## src/rtl/rom_arbiter_if.sv

```systemverilog
// rtl/rom_arbiter_if.sv - requester, response and ROM-side signals of the two-port ROM arbiter
interface rom_arbiter_if #(
  parameter int ADDR_WIDTH = 16,
  parameter int DATA_WIDTH = 16
);
  logic                  req0;
  logic [ADDR_WIDTH-1:0] addr0;
  logic                  gnt0;
  logic                  rvalid0;
  logic [DATA_WIDTH-1:0] rdata0;
  logic                  req1;
  logic [ADDR_WIDTH-1:0] addr1;
  logic                  gnt1;
  logic                  rvalid1;
  logic [DATA_WIDTH-1:0] rdata1;
  logic [ADDR_WIDTH-1:0] rom_addr;
  logic [DATA_WIDTH-1:0] rom_data;

  modport slave (
    input  req0, addr0, req1, addr1, rom_data,
    output gnt0, rvalid0, rdata0, gnt1, rvalid1, rdata1, rom_addr
  );

  modport master (
    output req0, addr0, req1, addr1, rom_data,
    input  gnt0, rvalid0, rdata0, gnt1, rvalid1, rdata1, rom_addr
  );
endinterface

```

## src/rtl/rom_arbiter.sv

```systemverilog
// rtl/rom_arbiter.sv - two-port round-robin ROM read arbiter with burst hold
// One read per cycle; the response tag follows the single-cycle ROM latency.
module rom_arbiter #(
  parameter int ADDR_WIDTH = 16,
  parameter int DATA_WIDTH = 16,
  parameter int BURST_LEN  = 4
) (
  input  logic          clk,
  input  logic          reset_n,
  rom_arbiter_if.slave  bus
);
  localparam logic [3:0] BURST_MAX = 4'(BURST_LEN);

  typedef enum logic [1:0] {TAG_IDLE, TAG_P0, TAG_P1} tag_t;

  logic                  prio;
  logic                  last_owner;
  logic [3:0]            run_cnt;
  tag_t                  rsp_tag;
  logic [ADDR_WIDTH-1:0] addr_hold;
  logic                  granted;
  logic                  winner;

  // Grants are gated by reset so nothing is accepted while reset_n is low.
  always_comb begin
    granted = 1'b0;
    winner  = 1'b0;
    if (reset_n) begin
      case ({bus.req1, bus.req0})
        2'b01: begin
          granted = 1'b1;
          winner  = 1'b0;
        end
        2'b10: begin
          granted = 1'b1;
          winner  = 1'b1;
        end
        2'b11: begin
          granted = 1'b1;
          if (run_cnt == 4'd0)
            winner = prio;
          else if (run_cnt < BURST_MAX)
            winner = last_owner;
          else
            winner = ~last_owner;
        end
        default: begin
          granted = 1'b0;
          winner  = 1'b0;
        end
      endcase
    end
  end

  assign bus.gnt0     = granted & ~winner;
  assign bus.gnt1     = granted & winner;
  assign bus.rom_addr = granted ? (winner ? bus.addr1 : bus.addr0) : addr_hold;

  assign bus.rvalid0  = (rsp_tag == TAG_P0);
  assign bus.rvalid1  = (rsp_tag == TAG_P1);
  assign bus.rdata0   = bus.rom_data;
  assign bus.rdata1   = bus.rom_data;

  always_ff @(posedge clk or negedge reset_n) begin
    if (!reset_n) begin
      prio       <= 1'b0;
      last_owner <= 1'b0;
      run_cnt    <= 4'd0;
      rsp_tag    <= TAG_IDLE;
      addr_hold  <= '0;
    end else if (granted) begin
      addr_hold <= bus.rom_addr;
      prio      <= ~winner;
      rsp_tag   <= winner ? TAG_P1 : TAG_P0;
      if (winner == last_owner) begin
        if (run_cnt != BURST_MAX)
          run_cnt <= run_cnt + 4'd1;
      end else begin
        last_owner <= winner;
        run_cnt    <= 4'd1;
      end
    end else begin
      run_cnt <= 4'd0;
      rsp_tag <= TAG_IDLE;
    end
  end
endmodule

```

## src/flat_wrapper.sv

```systemverilog
// flat-port wrapper written by rule: the top's interface ports become plain ports
module rom_arbiter_flat 
#(
  parameter int ADDR_WIDTH = 16,
  parameter int DATA_WIDTH = 16,
  parameter int BURST_LEN  = 4
)
  (clk, reset_n, bus_req0, bus_addr0, bus_req1, bus_addr1, bus_rom_data, bus_gnt0, bus_rvalid0, bus_rdata0, bus_gnt1, bus_rvalid1, bus_rdata1, bus_rom_addr);
  rom_arbiter_if #(.ADDR_WIDTH(ADDR_WIDTH), .DATA_WIDTH(DATA_WIDTH)) bus_i ();
  input  logic clk;
  input  logic reset_n;
  input wire logic [$bits(bus_i.req0)-1:0] bus_req0;
  input wire logic [$bits(bus_i.addr0)-1:0] bus_addr0;
  input wire logic [$bits(bus_i.req1)-1:0] bus_req1;
  input wire logic [$bits(bus_i.addr1)-1:0] bus_addr1;
  input wire logic [$bits(bus_i.rom_data)-1:0] bus_rom_data;
  output wire logic [$bits(bus_i.gnt0)-1:0] bus_gnt0;
  output wire logic [$bits(bus_i.rvalid0)-1:0] bus_rvalid0;
  output wire logic [$bits(bus_i.rdata0)-1:0] bus_rdata0;
  output wire logic [$bits(bus_i.gnt1)-1:0] bus_gnt1;
  output wire logic [$bits(bus_i.rvalid1)-1:0] bus_rvalid1;
  output wire logic [$bits(bus_i.rdata1)-1:0] bus_rdata1;
  output wire logic [$bits(bus_i.rom_addr)-1:0] bus_rom_addr;
  assign bus_i.req0 = bus_req0;
  assign bus_i.addr0 = bus_addr0;
  assign bus_i.req1 = bus_req1;
  assign bus_i.addr1 = bus_addr1;
  assign bus_i.rom_data = bus_rom_data;
  assign bus_gnt0 = bus_i.gnt0;
  assign bus_rvalid0 = bus_i.rvalid0;
  assign bus_rdata0 = bus_i.rdata0;
  assign bus_gnt1 = bus_i.gnt1;
  assign bus_rvalid1 = bus_i.rvalid1;
  assign bus_rdata1 = bus_i.rdata1;
  assign bus_rom_addr = bus_i.rom_addr;
  rom_arbiter #(.ADDR_WIDTH(ADDR_WIDTH), .DATA_WIDTH(DATA_WIDTH), .BURST_LEN(BURST_LEN)) u_core (.clk(clk), .reset_n(reset_n), .bus(bus_i));
endmodule
```

## config.mk

```make
export PLATFORM = sky130hd
export DESIGN_NAME = rom_arbiter_flat
export DESIGN_NICKNAME = d
export VERILOG_FILES = /design/src/rtl/rom_arbiter_if.sv /design/src/rtl/rom_arbiter.sv /design/src/flat_wrapper.sv
export SDC_FILE = /design/constraint.sdc
export NUM_CORES = 1
export LEC_CHECK = 0
export ABC_AREA = 1
export CAP_MARGIN = 20
export CORE_ASPECT_RATIO = 0.6
export CORE_MARGIN = 2
export CORE_UTILIZATION = 37
export CTS_BUF_LIST = sky130_fd_sc_hd__clkbuf_4 sky130_fd_sc_hd__clkbuf_8
export DETAILED_ROUTE_END_ITERATION = 10
export GPL_TIMING_DRIVEN = 0
export PLACE_DENSITY = 0.83
export SYNTH_ARGS = -nofsm -noshare
export SYNTH_HDL_FRONTEND = slang
export SYNTH_SLANG_ARGS = --single-unit
export TNS_END_PERCENT = 50
```

## constraint.sdc

```tcl
create_clock -name clk -period 2.6 [get_ports clk]
set_input_delay 0.65 -clock clk [delete_from_list [all_inputs] [get_ports clk]]
set_output_delay 0.65 -clock clk [all_outputs]
set_load 0.05 [all_outputs]
```

=== After elaboration in Yosys (flattened, before gate mapping) ===
Index checks and enable logic that the tools add are counted.

* Register bits after elaboration: 24
* Word-level logic and storage cells: 36

* Magnitude comparators: 1
* Equal/unequal tests: 8
* Bitwise operators: 5
* Reductions and logical operators: 3
* Multiplexer cells: 13
* Add/sub/neg operators: 1

{| class="wikitable"
|+ Operators by type and width
! cell !! number
|-
| 2-to-1 mux 16 bit || 2
|-
| 2-to-1 mux 4 bit || 3
|-
| equality test 2 bit, second input constant || 3
|-
| 2-to-1 mux 1 bit || 5
|-
| adder 4 x 1 -> 4 bit, second input constant || 1
|-
| equality test 2 x 1 -> 1 bit, second input constant || 2
|-
| logical NOT 4 bit || 1
|-
| less-than comparator 4 x 3 -> 1 bit, second input constant || 1
|-
| 2-to-1 mux 2 bit || 2
|-
| != test 4 x 3 -> 1 bit, second input constant || 1
|-
| != test 3 bit, second input constant || 1
|-
| NOT 1 bit || 3
|-
| OR reduction 3 bit || 1
|-
| bitwise AND 1 bit || 2
|-
| one-hot mux 1 bit (2 select lines) || 1
|-
| AND reduction 2 bit || 1
|-
| equality test 1 bit || 1
|}

=== Logic depth before layout (Yosys ltp) ===
Gate-level depths: netlist of run 1.

* Depth in word-level cells: 8
* Depth in mapped cells: 13

=== Worst setup path after synthesis of run 1 ===
OpenSTA, ideal clock, no wires.

* Path kind: register -> output
* Start point: reg u_core.run_cnt[0]
* End point: out bus_rom_addr[10]
* Cell stages (with the launch flop): 13
* Setup slack: 0.206 ns
* Arrival time: 1.744 ns
* Cells stage by stage: dfrtp_1 inv_1 ha_1 inv_1 nand2_1 nand3_1 nand2_1 nand2_2 nand2_4 inv_2 buf_6 nand2_1 nand3_1

* Longest elaborated chain between the ends: 7
* Elaborated cells on any way between the ends: 8
* Classes of those cells: 1 x order compare; 6 x mux; 1 x reduce/logical

{| class="wikitable"
|+ Ends and longest elaborated chain
! what !! line !! RTL
|-
| from (decl) || rom_arbiter.sv:18 || <nowiki>logic [3:0] run_cnt;</nowiki>
|-
| from (signal assigned) || rom_arbiter.sv:77 || <nowiki>run_cnt <= run_cnt + 4'd1;</nowiki>
|-
| less-than comparator 4 x 3 -> 1 bit || rom_arbiter.sv:42 || <nowiki>else if (run_cnt < BURST_MAX)</nowiki>
|-
| 2-to-1 mux 1 bit || rom_arbiter.sv:42 ||
|-
| 2-to-1 mux 1 bit * || rom_arbiter.sv:40 || <nowiki>if (run_cnt == 4'd0)</nowiki>
|-
| one-hot mux 1 bit (2 select lines) * || rom_arbiter.sv:29 || <nowiki>case ({bus.req1, bus.req0})</nowiki>
|-
| 2-to-1 mux 1 bit * || rom_arbiter.sv:28 || <nowiki>if (reset_n) begin</nowiki>
|-
| 2-to-1 mux 16 bit * (2 in series) || rom_arbiter.sv:57 || <nowiki>assign bus.rom_addr = granted ? (winner ? bus.addr1 : bus.addr0) : addr_hold;</nowiki>
|-
| to (decl) || flat_wrapper.sv:23 || <nowiki>output wire logic [$bits(bus_i.rom_addr)-1:0] bus_rom_addr;</nowiki>
|}

Mark *: on every way between the ends. The rest lies on a longest branch, timed or not.

=== Worst setup path in the final report of run 1 ===
* Start point: reg u_core.run_cnt[1]
* End point: out bus_rom_addr[6]

The elaborated chain is that of the path after synthesis.

==> results of run 1 <==
sequential cells by signal (all words and copies together) (netlist names):
register,count
u_core.last_owner,1
u_core.run_cnt,4
u_core.rsp_tag,2
u_core.prio,1
u_core.addr_hold,16
cells in the mapped netlist (all sizes together):
| cell | number |
|---|---|
| a211oi | 1 |
| a21oi | 1 |
| a31oi | 1 |
| buf | 35 |
| clkbuf | 1 |
| dfrtp | 24 |
| ha | 2 |
| inv | 16 |
| nand2 | 62 |
| nand3 | 35 |
| nand3b | 2 |
| nor2 | 6 |
| nor3 | 1 |
| o21ai | 4 |
| xor2 | 2 |
stage by stage:
stage | worst slack, ps | hold slack (ps)
finish | 5.342 | 222.9
global route | -90.67 | 226.2
CTS | 4.721 | 231.0
detailed placement | -1800 | 467.3
global placement | -1798 | 463.7
floorplan | 206.2 | 354.4
critical path: stages, from the launching register on:
cell and delay, ps:
dfrtp_1 400, inv_2 90, ha_4 150, inv_2 30, nand2_2 50, nand3_2 60, nand2_2 60, nand2_2 70
nand2_4 100, buf_6 130, clkinv_8 70, clkbuf_16 170, nand2_4 60, nand3_2 80, buf_8 160
metal layers:
| layer | share of wire | vias up | wire (um) | global-route usage |
|---|---|---|---|---|
| met4 | 0.022 | 0 | 104 | 0.05128 |
| met2 | 0.49 | 63 | 2275 | 0.2841 |
| met3 | 0.067 | 10 | 314 | 0.05128 |
| li1 | - | 799 | - | - |
| met1 | 0.43 | 731 | 1995 | 0.2217 |
| met5 | 0 | - | 0 | 0 |
logic make-up after synthesis:
logic type                 after synthesis  share of synthesized area
buffers and inverters                   52                     0.2203
and+or+nand+nor                        106                     0.3392
xor gates and xnor gates                 2                    0.01126
AOI/OAI and AO/OA                        7                    0.02733
DFF                                     24                     0.3859
adders and majority gates                2                    0.01607
worst max-delay path by stage:
| stage | cells after the start | from | endpoint |
|---|---|---|---|
| after floorplan | 12 | u_core.run_cnt[0]$_DFFE_PN0P_ | bus_rom_addr[10] |
| after global placement | 9 | reset_n | bus_rom_addr[8] |
| after detailed placement | 9 | reset_n | bus_rom_addr[8] |
| after CTS | 14 | u_core.run_cnt[1]$_DFFE_PN0P_ | bus_rom_addr[3] |
| after global routing | 14 | u_core.run_cnt[1]$_DFFE_PN0P_ | bus_rom_addr[6] |
| final | 14 | u_core.run_cnt[1]$_DFFE_PN0P_ | bus_rom_addr[6] |
final cells by class:
| type | count | area, um2 |
|---|---|---|
| Buffer | 36 | 292.8 |
| Clock buffer | 4 | 55.05 |
| Fill cell | 302 | 1090 |
| Inverter | 16 | 80.08 |
| Multi-Input combinational cell | 117 | 798.3 |
| Sequential cell | 24 | 600.6 |
| Tap cell | 60 | 75.07 |
| Timing Repair Buffer | 106 | 1085 |
where the power goes:
group          leakage, nW  total [W]  switching (W)  internal [W]
Clock               0.0288   0.000248       0.000113      0.000135
Sequential           0.295   0.000438      0.0000173      0.000420
Combinational         1.24   0.000794       0.000466      0.000328
repair_timing:
action                                  4_1_cts  5_1_grt
hold endpoints to repair                      0        0
resized for setup                           131       66
pin swaps                                     1       11
endpoints found under the setup margin       29       18
cloned                                        1        1
setup buffers                                12        5
==> impl_metrics.tcl, run 1 <==
set metrics [dict create \
    wire_per_inst_um 12.92 \
    stdcell_count 363 \
    via_per_inst 4.416 \
    netlist_instances 193 \
    run_status "finished clean" \
    r2r_setup_slack_ps 880 \
    finalSetupTns_ps 0 \
    cp-end-kind "output port" \
    route.detailed.drc 0 \
    synth_nets 247 \
    p_leak_nw 1.566 \
    relSlewSlack 0.6582 \
    crit_type "register to output port" \
    h-tree-depth 1 \
    ant_nets 0 \
    drtIter0Drc 41 \
    clk_pin_slew_ps 80 \
    placed_cells 340 \
    nets 358 \
    ys_warn_count 0 \
    synth_area_um2 1556 \
    tightest_slew_ps 511.2 \
    power_density_nw_per_um2 495.6 \
    cts_tree "built" \
    crit_path_max_fanout 7 \
    r2r_cells 14 \
    cp.arrival_ps 1940 \
    yosysTopAreaCell "dfrtp_1" \
    holdBufCountCts 0 \
    diodes 0 \
    cts_sinks 24 \
    io_buffer_count 87 \
    area_delta_synth_final_pct 91.88 \
    hold_violations 0 \
    rsz0062_at_grt "yes" \
    drv_slew 0 \
    clock_path_buffers 2 \
    cts_inserted_buffers 3 \
    postLayoutCellArea_um2 2987 \
    grtUsageTotal 0.1719 \
    gp_congestion 0.7650 \
    grt_max_degree 27 \
    r2r-end "u_core.addr_hold[6]$_DFFE_PN0P_" \
    final_cell_mix "66 x clkdlybuf4s50_1, 47 x buf_4, 40 x nand2_1, 24 x dfrtp_1, 22 x nand3_1" \
    max_freq_mhz 385.4 \
    total_power_w 0.001480 \
    synthDominantCellAreaShare 0.3859 \
    antenna_found_initial 0 \
    synth.distinct_cells 23 \
    grt-ovfl-total 0 \
    initial_core_util 0.3818 \
    dp_hpwl_mm 3.172 \
    firstDrtPassIters 4 \
    wl_mm 4.689 \
    final_core_util 0.7327 \
    io_pins 104 \
    worstSetupStartpointType "register" \
    avgSynthCellArea_um2 8.065 \
    setup_viol 0 \
    hold_path_class "primary input to asynchronous set/reset pin" \
    rows 18 \
    cts_root_buf "clkbuf_8" \
    grt_pass1_wl_mm 6.099 \
    yosysSeqAreaShare 0.3859 \
    placed_area_um2 2502 \
    vias 1603 \
    dieArea_um2 4759 \
    post-route-period-util 0.9979 \
    grt_pass1_vias 1352 \
    final_common_cell "clkdlybuf4s50_1" \
    die_w_um 87.74 \
    drive_gt1_frac 0.4059 \
    finalWorstPathRequiredPeriod_ps 2595 \
    cap_violations 0 \
    die_h_um 54.24 \
    clk_latency_ps 260 \
    required_ps 1950 \
    r2r-start "u_core.run_cnt[1]$_DFFE_PN0P_" \
    synth_area_leaders "dfrtp_1 39%, buf_4 15%, nand2_1 12%, nand3_1 11%, nand2_4 7.2%" \
    max-vdd-ir-drop_v 0.0003178 \
    core_um2 4076 \
    ys_seq_elements 24 \
    skew_ps 5.175 \
]
Power figures use the tool's default switching activity.
==> run 2, diff against run 1 <==
Settings changed: CTS_CLUSTER_SIZE from default to 12.
==> results of run 2 <==
Final layout, timing and power as in run 1 (identical DEF).
==> run 3, diff against run 2 <==
Settings changed: CORE_UTILIZATION 37 to 30, PLACE_DENSITY 0.83 to 0.72.
Clock period 2.6 ns to 2.18 ns, I/O delays scaled along.
==> impl_metrics.tcl, run 3 (synthesis results as in run 1) <==
set metrics [dict create \
    grt_pass1_vias 1495 \
    clk_latency_ps 260 \
    antenna_found_initial 0 \
    firstDrtPassIters 4 \
    grt_pass1_wl_mm 6.803 \
    cap_violations 0 \
    violations "negative setup slack" \
    relSlewSlack 0.6578 \
    h-tree-depth 1 \
    worstSetupStartpoint "u_core.run_cnt[1]$_DFFE_PN0P_" \
    gp_congestion 0.8435 \
    tightest_slew_ps 511.7 \
    dieArea_um2 5800 \
    diodes 0 \
    cp-end-kind "output port" \
    r2r_setup_slack_ps 470 \
    required_ps 1630 \
    stdcell_count 365 \
    cts_sinks 24 \
    cts_tree "built" \
    via_per_inst 4.279 \
    drv_slew 0 \
    route.detailed.drc 0 \
    largest_reg_flops 16 \
    worstPathCellList "inv_2, ha_4, inv_2, nand2_2, nand3_2, nand2_2, nand2_4, nand2_8, nand2_4, inv_8, buf_12, nand2_4, nand3_2, buf_8" \
    rows 20 \
    wire_per_inst_um 11.82 \
    final_common_cell "clkdlybuf4s50_1" \
    cp.arrival_ps 1820 \
    final_cell_mix "66 x clkdlybuf4s50_1, 45 x buf_4, 41 x nand2_1, 24 x dfrtp_1, 20 x nand3_1" \
    cts_inserted_buffers 3 \
    fillers 433 \
    register_area_um2 600.6 \
    grt-ovfl-total 0 \
    vias 1562 \
    holdBufCountCts 0 \
    max_freq_mhz 423.1 \
    placed_cells 347 \
    area_delta_synth_final_pct 91.40 \
    die_h_um 59.80 \
    post-route-period-util 1.084 \
    r2r_cells 15 \
    io_pins 104 \
    rsz0062_at_grt "yes" \
    p_leak_nw 1.510 \
    drtIter0Drc 59 \
    setup_viol 17 \
    die_w_um 96.99 \
    regMostFlops "u_core.addr_hold" \
    clk_pin_slew_ps 80 \
    crit_top_cell "nand2_4" \
    finalSetupTns_ps -2648 \
    io_buffer_count 87 \
    skew_ps 5.356 \
    wl_mm 4.313 \
    crit_type "register to output port" \
    worstSetupStartpointType "register" \
    multiInputGateArea_um2 765.7 \
    r2r-start "u_core.run_cnt[1]$_DFFE_PN0P_" \
    core_um2 5030 \
    cts_root_buf "clkbuf_8" \
    reg_top3 "u_core.addr_hold x16, u_core.run_cnt x4, u_core.rsp_tag x2" \
    cp_slowest_cell "dfrtp_1" \
    initial_core_util 0.3095 \
    crit_path_max_fanout 6 \
    dp_hpwl_mm 3.170 \
    grtUsageTotal 0.1454 \
    clock_path_buffers 2 \
    power_density_nw_per_um2 581.2 \
    run_status "finished, violations left" \
    hold_violations 0 \
    nets 355 \
    finalWorstPathRequiredPeriod_ps 2363 \
    grt_max_degree 17 \
    hold_path_class "primary input to asynchronous set/reset pin" \
    max-vdd-ir-drop_v 0.0003119 \
    r2r-end "u_core.addr_hold[5]$_DFFE_PN0P_" \
    ant_nets 0 \
    setup_ws_ps -183.5 \
    drive_gt1_frac 0.4013 \
    crit_end "bus_rom_addr[5]" \
    cpPeakStageDelay_ps 390 \
]
-- run 3: how the worst min path moves through the flow --
stage	to	slack, ps	cells after the start	start
final	u_core.addr_hold[6]$_DFFE_PN0P_	110	1	reset_n
after global routing	u_core.addr_hold[6]$_DFFE_PN0P_	100	1	reset_n
after CTS	u_core.addr_hold[0]$_DFFE_PN0P_	110	1	reset_n
after detailed placement	u_core.addr_hold[15]$_DFFE_PN0P_	460	2	u_core.addr_hold[15]$_DFFE_PN0P_
after global placement	u_core.addr_hold[12]$_DFFE_PN0P_	460	2	u_core.addr_hold[12]$_DFFE_PN0P_
after floorplan	u_core.addr_hold[0]$_DFFE_PN0P_	250	0	reset_n
-- run 3: final cells by class --
class,instances,area share
sequential,24,0.2016
multi-input combinational,117,0.2570
buffer,36,0.09828
inverter,16,0.02436
clock buffer,3,0.01386
timing repair buffer,103,0.3772
tap,66,0.02772
-- run 3: critical path: cells and delay by family (launching register included) --
kind	cells	cell delay (ps)
simple gates	8	540
buf+inv	5	480
flops	1	390
fa+ha+maj	1	130
-- run 3: repair_timing --
action,4_1_cts,5_1_grt
setup buffers,12,2
pin swaps,4,4
cloned,1,0
resized for setup,168,26
setup endpoints to repair,30,18
-- run 3: per-layer routing --
layer	vias to the layer above	share of wire	GRT usage	wire length, um
li1	797	-	-	-
met1	719	0.46	0.1952	1963
met2	46	0.47	0.2401	2043
met3	0	0.071	0.04561	305
met4	0	0	0.02012	0
met5	-	0	0	0
-- run 3: through the flow --
step	util	hold WS (ps)	setup slack [ps]	total power (W)	area [um2]
after global placement	0.5030	461.6	-2034	0.001317	2530
after global routing	0.5923	102.9	-298.5	0.001817	2979
after floorplan	-	249.4	-108.8	0.001051	1577
final	0.5923	107.7	-183.5	0.001732	2979
after detailed placement	0.5085	462.7	-1611	0.001329	2557
after CTS	0.5664	109.6	-220.1	0.001685	2849
-- run 3: where the power goes --
group          total [W]  switching, W  leakage, nW  internal, W
clock network   0.000251      0.000128       0.0216     0.000123
logic           0.000960      0.000549         1.19     0.000411
registers       0.000520     0.0000185        0.295     0.000501
